==> src/rtl/stream_demux.sv <==
// stream_demux: routes one valid/ready input stream to one of two output
// channels, each backed by a one-entry register (EMPTY/FULL FSM).
// Ports:
//   clk, rst                 - clock, asynchronous active-high reset
//   in_data, in_sel          - payload and route (1 -> channel 1, 0 -> channel 2)
//   in_valid, in_ready       - input handshake (in_ready is combinational)
//   out1_data/valid/ready    - channel-1 output handshake
//   out2_data/valid/ready    - channel-2 output handshake
//   cnt1, cnt2               - wrapping counts of completed output transfers
module stream_demux #(
  parameter int unsigned WIDTH = 32
) (
  input  logic             clk,
  input  logic             rst,
  input  logic [WIDTH-1:0] in_data,
  input  logic             in_sel,
  input  logic             in_valid,
  output logic             in_ready,
  output logic [WIDTH-1:0] out1_data,
  output logic             out1_valid,
  input  logic             out1_ready,
  output logic [WIDTH-1:0] out2_data,
  output logic             out2_valid,
  input  logic             out2_ready,
  output logic [15:0]      cnt1,
  output logic [15:0]      cnt2
);

  localparam int unsigned CNT_W = 16;

  typedef enum logic {
    EMPTY = 1'b0,
    FULL  = 1'b1
  } state_t;

  state_t state1_q, state1_d;
  state_t state2_q, state2_d;

  logic accept;
  logic load1;
  logic load2;
  logic xfer1;
  logic xfer2;

  // Readiness looks only at the selected channel so a stalled channel
  // never blocks traffic bound for the other one.
  assign in_ready = in_sel ? ((state1_q == EMPTY) || out1_ready)
                           : ((state2_q == EMPTY) || out2_ready);

  assign accept = in_valid && in_ready;
  assign load1  = accept && in_sel;
  assign load2  = accept && !in_sel;
  assign xfer1  = (state1_q == FULL) && out1_ready;
  assign xfer2  = (state2_q == FULL) && out2_ready;

  assign out1_valid = (state1_q == FULL);
  assign out2_valid = (state2_q == FULL);

  // Channel state registers
  always_ff @(posedge clk or posedge rst) begin
    if (rst) begin
      state1_q <= EMPTY;
      state2_q <= EMPTY;
    end else begin
      state1_q <= state1_d;
      state2_q <= state2_d;
    end
  end

  // Channel next-state: a same-cycle drain and load keeps the channel FULL
  always_comb begin
    state1_d = state1_q;
    state2_d = state2_q;
    case (state1_q)
      EMPTY:   if (load1) state1_d = FULL;
      FULL:    if (xfer1 && !load1) state1_d = EMPTY;
      default: state1_d = EMPTY;
    endcase
    case (state2_q)
      EMPTY:   if (load2) state2_d = FULL;
      FULL:    if (xfer2 && !load2) state2_d = EMPTY;
      default: state2_d = EMPTY;
    endcase
  end

  // Payload registers load only on accepted words routed to them
  always_ff @(posedge clk or posedge rst) begin
    if (rst) begin
      out1_data <= '0;
      out2_data <= '0;
    end else begin
      if (load1) out1_data <= in_data;
      if (load2) out2_data <= in_data;
    end
  end

  // Output transfer counters, wrapping naturally at 16 bits
  always_ff @(posedge clk or posedge rst) begin
    if (rst) begin
      cnt1 <= '0;
      cnt2 <= '0;
    end else begin
      if (xfer1) cnt1 <= cnt1 + CNT_W'(1);
      if (xfer2) cnt2 <= cnt2 + CNT_W'(1);
    end
  end

endmodule

==> config.mk <==
export PLATFORM = sky130hd
export DESIGN_NAME = stream_demux
export DESIGN_NICKNAME = d
export VERILOG_FILES = /design/src/rtl/stream_demux.sv
export SDC_FILE = /design/constraint.sdc
export NUM_CORES = 1
export LEC_CHECK = 0
export ABC_CLOCK_PERIOD_IN_PS = 7600
export CAP_MARGIN = 30
export CORE_ASPECT_RATIO = 1.5
export CORE_MARGIN = 2
export CORE_UTILIZATION = 50
export CTS_CLUSTER_DIAMETER = 30
export DETAILED_ROUTE_END_ITERATION = 6
export DONT_BUFFER_PORTS = 1
export MAX_ROUTING_LAYER = met4
export PLACE_DENSITY = 0.7
export SLEW_MARGIN = 40
export SYNTH_ARGS = -nofsm -noshare
export SYNTH_HDL_FRONTEND = slang
export SYNTH_SLANG_ARGS = --single-unit
export TNS_END_PERCENT = 30
==> constraint.sdc <==
create_clock -name clk -period 7.6 [get_ports clk]
set_input_delay 1.14 -clock clk [delete_from_list [all_inputs] [get_ports clk]]
set_output_delay 1.14 -clock clk [all_outputs]
set_load 0.01 [all_outputs]
==> results of run 1 <==
[power groups by stage]
stage / registers, mW / logic, mW / clock network, mW
2_1_floorplan: 0.729 / 0.117 / 0
3_3_place_gp: 0.758 / 0.128 / 0
3_5_place_dp: 0.759 / 0.137 / 0
4_1_cts: 0.751 / 0.137 / 0.468
5_1_grt: 0.761 / 0.153 / 0.488
6_report: 0.749 / 0.134 / 0.452
[cells by family after synthesis]
kind of cell,share of synthesized area
flip-flops,0.6306
multiplexers,0.1940
AND/OR/NAND/NOR,0.08398
XOR/XNOR,0.06757
buffers and inverters,0.01738
adder cells (fa/ha/maj),0.006434
[flip-flops by register name, indices dropped and copies added (netlist names)]
signal and flops:
cnt1 16, cnt2 16, out1_data 32, out1_valid 1, out2_data 32, out2_valid 1
[final cells by class]
| cell class | count | area (um2) | share of cell area |
|---|---|---|---|
| sequential | 98 | 2452 | 0.5658 |
| multi-input combinational | 158 | 1376 | 0.3176 |
| clock inverter | 4 | 50.05 | 0.01155 |
| inverter | 7 | 28.78 | 0.006640 |
| clock buffer | 12 | 256.5 | 0.05918 |
| tap | 102 | 127.6 | 0.02945 |
| timing repair buffer | 3 | 42.54 | 0.009815 |
[per-layer routing]
| layer | track usage | vias to the layer above | part of all wire |
|---|---|---|---|
| met5 | - | - | 0 |
| met2 | 0.2988 | 87 | 0.52 |
| met1 | 0.1949 | 1051 | 0.36 |
| met3 | 0.08119 | 11 | 0.099 |
| li1 | - | 939 | - |
| met4 | 0.08364 | 0 | 0.020 |
[how the worst max path moves through the flow]
stage	to	slack, ns	depth (start not counted)
3_5_place_dp	out2_data[1]$_DFFE_PP0P_	4.81	4
3_3_place_gp	in_ready	4.84	2
6_report	in_ready	4.82	2
5_1_grt	in_ready	4.79	2
2_1_floorplan	cnt1[0]$_DFFE_PP0N_	3.90	1
4_1_cts	in_ready	4.82	2
[stage by stage]
stage / hold WS (ns) / setup WS, ns / total power, mW / util
CTS: 0.5372 / 4.822 / 1.356 / 0.5730
floorplan: 0.5039 / 3.898 / 0.8460 / -
global placement: 0.5226 / 4.843 / 0.8860 / 0.5289
global route: 0.5558 / 4.794 / 1.402 / 0.5730
detailed placement: 0.5250 / 4.808 / 0.8964 / 0.5325
finish: 0.5315 / 4.824 / 1.335 / 0.5730
[placed cells by master, fill, tap and decap left out, types with 3 or more instances in the layout]
cell,count
clkbuf_16,9
dfrtp_1,98
inv_1,6
mux2_1,4
mux2_2,63
nand2_1,14
nand3_1,13
nor2_1,10
nor3_1,3
xnor2_1,18
xor2_1,12
==> impl_summary.md, run 1 <==
Outcome
The run finished with clean final reports.

Synthesis
Yosys printed 0 warnings. The share of async-settable or async-resettable flops after synthesis is 1.000. For this run, the leading register cell type out of synthesis is dfrtp_1. After synthesis, the mean cell area works out to between 10 and 15 um2. The commonest cells after synthesis are 98 x dfrtp_1, 63 x mux2_2, 18 x xnor2_1. Of the synthesized area, sequential elements account for 0.6306. The post-synthesis instance total is between 200 and 300. The number of nets handed over by synthesis was ~310.

In this run, synthesis produced a sequential element count of between 90 and 100. The share of the synthesized area in the top cell type is 0.6306. The library cell occupying the most area in the post-synthesis netlist is dfrtp_1.

The most instantiated library cell after synthesis is dfrtp_1. Yosys mapped the design onto 27 distinct sky130hd cell types. Counting flops with a built-in enable in the synthesized netlist gives 0.

Ranked by total cell area, the synthesized netlist is headed by dfrtp_1 63%, mux2_2 18%, xnor2_1 4.1%, xor2_1 2.7%, nand3_1 1.7%. The cell area that synthesis handed to floorplanning was about 4000 um2.

Setup path
The class of the most critical setup path is input port to output port. The delay of the slowest cell on the worst path is roughly 0.33 ns. STA puts the critical path data arrival time at between 1.5 and 2 ns.

The required arrival time at the worst endpoint is 6.46 ns. Traced cell by cell, the critical path runs through nand2b_1, mux2_2. The slowest cell on the critical path is mux2_2. The number of cells on the worst reg-to-reg path is 4. The start point of the critical path is out1_ready. Of all nets on the critical path, the largest fanout is 3. The worst register-to-register path ends at out2_data[6]$_DFFE_PP0P_.

Among cell families on the critical path, the largest total delay comes from multiplexers. Together, buffers and inverters on the worst path number 0. The worst setup path is launched from an input port. The worst reg2reg path startpoint is out2_valid$_DFF_PP0_. The slack of the worst reg-to-reg path is approximately 5.5 ns. The endpoint class of the critical path is an output port.

Global route
Entering global routing, the biggest net connects 57 pins. Summed over all layers, the global routing overflow is 0. The initial antenna violation count is 0.

The via count of the first global-routing pass was 2269. The total routing usage reported by global routing is 0.1844. The wire length of the first global-routing pass is around 12000 um.

Timing
At the pin with the least slew margin, the transition time is slightly below 0.7 ns. The final max-slew violation count is 0. The final worst clock skew is around 0.0046 ns. Setup repair after global routing left no endpoint under its margin. The worst pin sits at a relative slew slack of 0.5445. Setup violations remaining at the end of the flow were counted as 0. The maximum operating frequency is between 0.3 and 0.4 GHz. The sum of negative setup slack is 0 ns. The final-report hold violation count is 0. Dividing the final minimum period by the clock period gives 0.3653. The shortest period the worst path allows is ~2.8 ns.

Clock tree
The number of clock sinks seen by CTS is 98. The number of buffers inserted for hold repair after clock tree synthesis is 0. The clock root buffer is clkbuf_16.

The number of gates resized after CTS is 0. The TritonCTS buffer count is 9. TritonCTS built the clock tree.

The number of buffers inserted to repair setup after CTS is 0. Clock-pin slew was measured on the worst setup and hold paths at around 0.060 ns. The number of H-tree levels is 3. In this run the deepest clock path goes through 2 buffers.

The clock latency on the worst-skew pair is roughly 0.33 ns.

Power and ir drop
For this design the total switching power over the nets is about 370 uW. The total internal power is ~960 uW. The cell leakage power is 1.906 nW.

Of the total power, combinational logic draws 0.100. The relative contribution of sequential cells to total power is 0.561. IR analysis of the VDD net gives a maximum drop of 0.1788 mV.

The share of power burned in the clock network is 0.339. In this run the power density over the cells is 307.9 nW/um2. Of the total power, the share spent switching nets is 0.2773.

Placement
The weighted congestion at the end of routability-driven global placement is approximately 0.76. Detailed placement finished with a half-perimeter wire length of 5118 um. The count of buffers added on input and output ports is 0. The placed instances occupy a cell area of 4028 um2. The instance count after placement with tap cells included is about 370.

Worst hold path
In this run the most critical hold path is launched from cnt2[15]$_DFFE_PP0N_. The cell count of the worst hold path is 1. The path with the worst hold slack has its endpoint at cnt2[15]$_DFFE_PP0N_.

The type of the most critical hold path is flip-flop to flip-flop.

Detailed routing
The total routed wirelength is between 7000 and 8000 um. For this run, design rule violations remaining after detail routing come to 0. The detail route stage leaves a number of antenna-violating nets equal to 0. In the routed layout, each cell is associated on average with a via count of ~5.4.

The via count is about 2.1k. Before antenna repair, the detailed router went through 4 iterations. The routed wire length per instance is ~19 um. The DRC violation total after the first TritonRoute iteration is 77.

Final layout
The share of layout cells above drive strength 1 is 0.3121. The number of antenna diodes is 0. After the flow finishes, the layout carries non-filler instances totaling approximately 380. The area growth from synthesis to final layout is 11.45%. The final instance area is around 4300 um2. The number of nets in the finished design is between 300 and 400.

After filler insertion, the fill cell instance count of the layout stands at 605.

Die
The number of top-level design ports is between 100 and 150. The number of standard-cell rows in the floorplan is 39. Measured along the x axis, the die boundary spans 76.01 um. The die covers approximately 8500 um2. The core region is ~7600 um2. The starting density of the core is 0.5141. In this run the vertical extent of the chip is about 110 um.

Flow run
The max-capacitance violation count is 0.
(Power assumes the default switching activity.)
==> run 2, diff against run 1 <==
ABC_CLOCK_PERIOD_IN_PS = 2600   (was 7600)
clock period = 2.6 ns   (was 7.6 ns; I/O delays follow)
==> impl_summary.md, run 2 (same netlist as run 1, synthesis figures left out) <==
Placement
The number of I/O port buffers came to 0 (unchanged). The worst-case setup slack after placement is 0.8565 ns (was 4.808 ns). The weighted congestion at the end of routability-driven global placement is 0.7661 (was 0.7643). The post-detailed-placement half-perimeter wirelength is 5100 um (was 5118 um).

Setup path
The slack of the worst reg-to-reg path is 0.87 ns (was 5.48 ns). The required arrival time at the worst endpoint is 2.82 ns (was 6.46 ns). The startpoint type of the worst setup path is a flip-flop (was input port).

The number of cells on the worst reg-to-reg path is 4 (unchanged). The signal arrival time at the worst endpoint is 1.94 ns (was 1.64 ns). The endpoint class of the critical path is a flip-flop (was output port). The class of the most critical setup path is flip-flop to flip-flop (was input port to output port). The kind of cell with the highest combined delay on the critical path was simple AND/OR/NAND/NOR gates (was multiplexers).

Critical path, cell by cell: nand2b_1, nor2b_4, buf_12, mux2_2 (was nand2b_1, mux2_2). The worst reg2reg path startpoint is out1_valid$_DFF_PP0_ (was out2_valid$_DFF_PP0_). The delay of the slowest cell on the worst path was 0.45 ns (was 0.33 ns). The maximum fanout along the worst path came to 19 (was 3). The slowest cell on the critical path was dfrtp_1 (was mux2_2). The end of the worst register-to-register path is out1_data[1]$_DFFE_PP0P_ (was out2_data[6]$_DFFE_PP0P_). The buffer and inverter count on the worst path is 1 (was 0).

Clock tree
The number of buffers inserted for hold repair after clock tree synthesis is 0 (unchanged). The number of buffers inserted to repair setup after CTS is 0 (unchanged). The number of clock sinks seen by CTS is 98 (unchanged).

The clock latency on the worst-skew pair is 0.33 ns (about the same). The clock root buffer is clkbuf_16 (unchanged). The number of H-tree levels was 3 (unchanged). The TritonCTS buffer count is 9 (unchanged). The buffer depth of the longest clock path came to 2 (unchanged).

The CTS tree is yes (unchanged). The number of gates resized after CTS was 0 (unchanged). The clock transition at the register clock pins on the worst setup and hold paths after CTS came to 0.06 ns (about the same).

Timing
The period utilization is 0.6647. The final hold slack is 0.04456 ns (was 0.5315 ns). The sum of negative setup slack is 0 ns (unchanged).

The final worst clock skew is 0.003424 ns (was 0.004583 ns). The final-report hold violation count is 0 (unchanged). Based on the critical path, the design can be clocked at up to 0.5787 GHz.

The worst-margin pin slew is 0.5222 ns (was 0.6832 ns). The worst path setup slack after routing is 0.8719 ns (was 4.824 ns). Setup repair after global routing missed its margin: no (unchanged).

The final max-slew violation count is 0 (unchanged). The final setup violation count is 0 (unchanged). The worst slew margin relative to its limit is 0.6519 (was 0.5445). The shortest period the worst path allows is roughly 1.7 ns.

Die
The height of the die is 112.0 um (unchanged). The horizontal die dimension is 76.01 um (unchanged). The core outline area is 7564 um2 (unchanged). The starting density of the core is 0.5141 (unchanged). The number of top-level design ports is 137 (unchanged). The die area is 8513 um2 (unchanged). The number of standard-cell rows in the floorplan came to 39 (unchanged).

Power and ir drop
The switching power as a share of total power is 0.2809 (was 0.2773). The net load switching power is 1.101 mW (was 370.0 uW). The highest ir drop seen on vdd is 0.5516 mV (was 0.1788 mV). The combinational share of power is 0.101 (was 0.100). The relative contribution of sequential cells to total power came to 0.561 (about the same). The cell leakage power is 1.910 nW (was 1.906 nW). The overall power consumption is 3.918 mW (was 1.335 mW).

The share of power burned in the clock network is 0.338 (was 0.339). The total internal power is 2.818 mW (was 964.5 uW). The total power divided by cell area came to 903.1 nW/um2 (was 307.9 nW/um2).

Final layout
The multi-input logic area came to 1376 um2 (unchanged). Most frequent cells in the layout: 98 x dfrtp_1, 63 x mux2_2, 18 x xnor2_1, 14 x nand2_1, 13 x nand3_1 (unchanged). The most common cell after layout, fill and taps aside is dfrtp_1 (unchanged). The area growth from synthesis to final layout was 11.58% (was 11.45%).

The sequential cell area in the final layout is 2452 um2 (unchanged). The number of inserted filler cells in the final layout was 623 (was 605). Regs by FF count: out1_data (32), out2_data (32) (unchanged). The number of nets in the finished design was 317 (unchanged). The number of antenna diodes is 0 (unchanged). The share of layout cells above drive strength 1 is 0.3156 (was 0.3121).

Detailed routing
The DRC violation total after the first TritonRoute iteration is 65 (was 77). The number of vias per cell after detailed routing is 5.393 (was 5.438). The via count is 2071 (was 2088).

The post-route DRC violation count is 0 (unchanged). The remaining antenna violation count after routing is 0 (unchanged). The routed wire length per instance is 19.03 um (was 18.71 um). The total routed wirelength was 7307 um (was 7183 um). The number of search-and-repair iterations in the first detailed-routing pass came to 4 (unchanged).

Global route
The via count of the first global-routing pass was 2132 (was 2269). The total routing usage reported by global routing is 0.1819 (was 0.1844). The total grt overflow is 0 (unchanged).

The wire length of the first global-routing pass came to 11590 um (was 11760 um). The largest net degree at the start of global routing came to 99 (was 57). The initial antenna violation count is 0 (unchanged).

Flow run
The max-capacitance violation count is 0 (unchanged).

Worst hold path
The type of the most critical hold path is input port to asynchronous set/reset pin (was flip-flop to flip-flop).

Outcome
Outcome: finished, final reports clean (unchanged).
[run 2: changes by cell type in the layout (fill, tap and decap cells not counted), sizes merged]
cell / change
clkinv: +2
clkbuf: -1
inv: -1
[run 2: worst max-delay path by stage]
stage / start / end / slack (ns) / cells past startpoint
global placement: out1_valid$_DFF_PP0_ / out1_data[2]$_DFFE_PP0P_ / 0.89 / 4
global route: out1_valid$_DFF_PP0_ / out1_data[1]$_DFFE_PP0P_ / 0.76 / 4
floorplan: out2_valid$_DFF_PP0_ / out2_data[10]$_DFFE_PP0P_ / 1.02 / 5
CTS: out1_valid$_DFF_PP0_ / out1_data[1]$_DFFE_PP0P_ / 0.85 / 4
finish: out1_valid$_DFF_PP0_ / out1_data[1]$_DFFE_PP0P_ / 0.87 / 4
detailed placement: out1_valid$_DFF_PP0_ / out1_data[1]$_DFFE_PP0P_ / 0.86 / 4
[run 2: cell type report]
type	count	area share
flip-flops and latches	98	0.5652
multi-input cells	158	0.3172
clock buffers	11	0.05825
well taps	102	0.02941
clock inverters	5	0.01211
repair buffers	3	0.01096
inverters	7	0.006920
[run 2: routing by layer]
layer  vias up  routed length [um]  global-route usage  part of all wire
met5         -                   0                   -                 0
met4         0                 111             0.08485             0.015
met3         9                 650             0.06511             0.089
met2        87                3804              0.2976              0.52
met1      1045                2740              0.1989              0.37
li1        930                   -                   -                 -
[run 2: power by group through the flow]
stage	Clock [mW]	Combinational (mW)	Sequential, mW
6_report	1.33	0.396	2.20
5_1_grt	1.42	0.444	2.23
4_1_cts	1.36	0.407	2.20
3_5_place_dp	0	0.407	2.23
3_3_place_gp	0	0.381	2.22
2_1_floorplan	0	0.343	2.13
[run 2: through the flow]
step           cells  area, um2  utilization
6_report         384       4339       0.5737
5_1_grt          384       4339       0.5737
4_1_cts          384       4339       0.5737
3_5_place_dp     368       4034       0.5333
3_3_place_gp     368       4034       0.5333
2_1_floorplan    272       3892            -
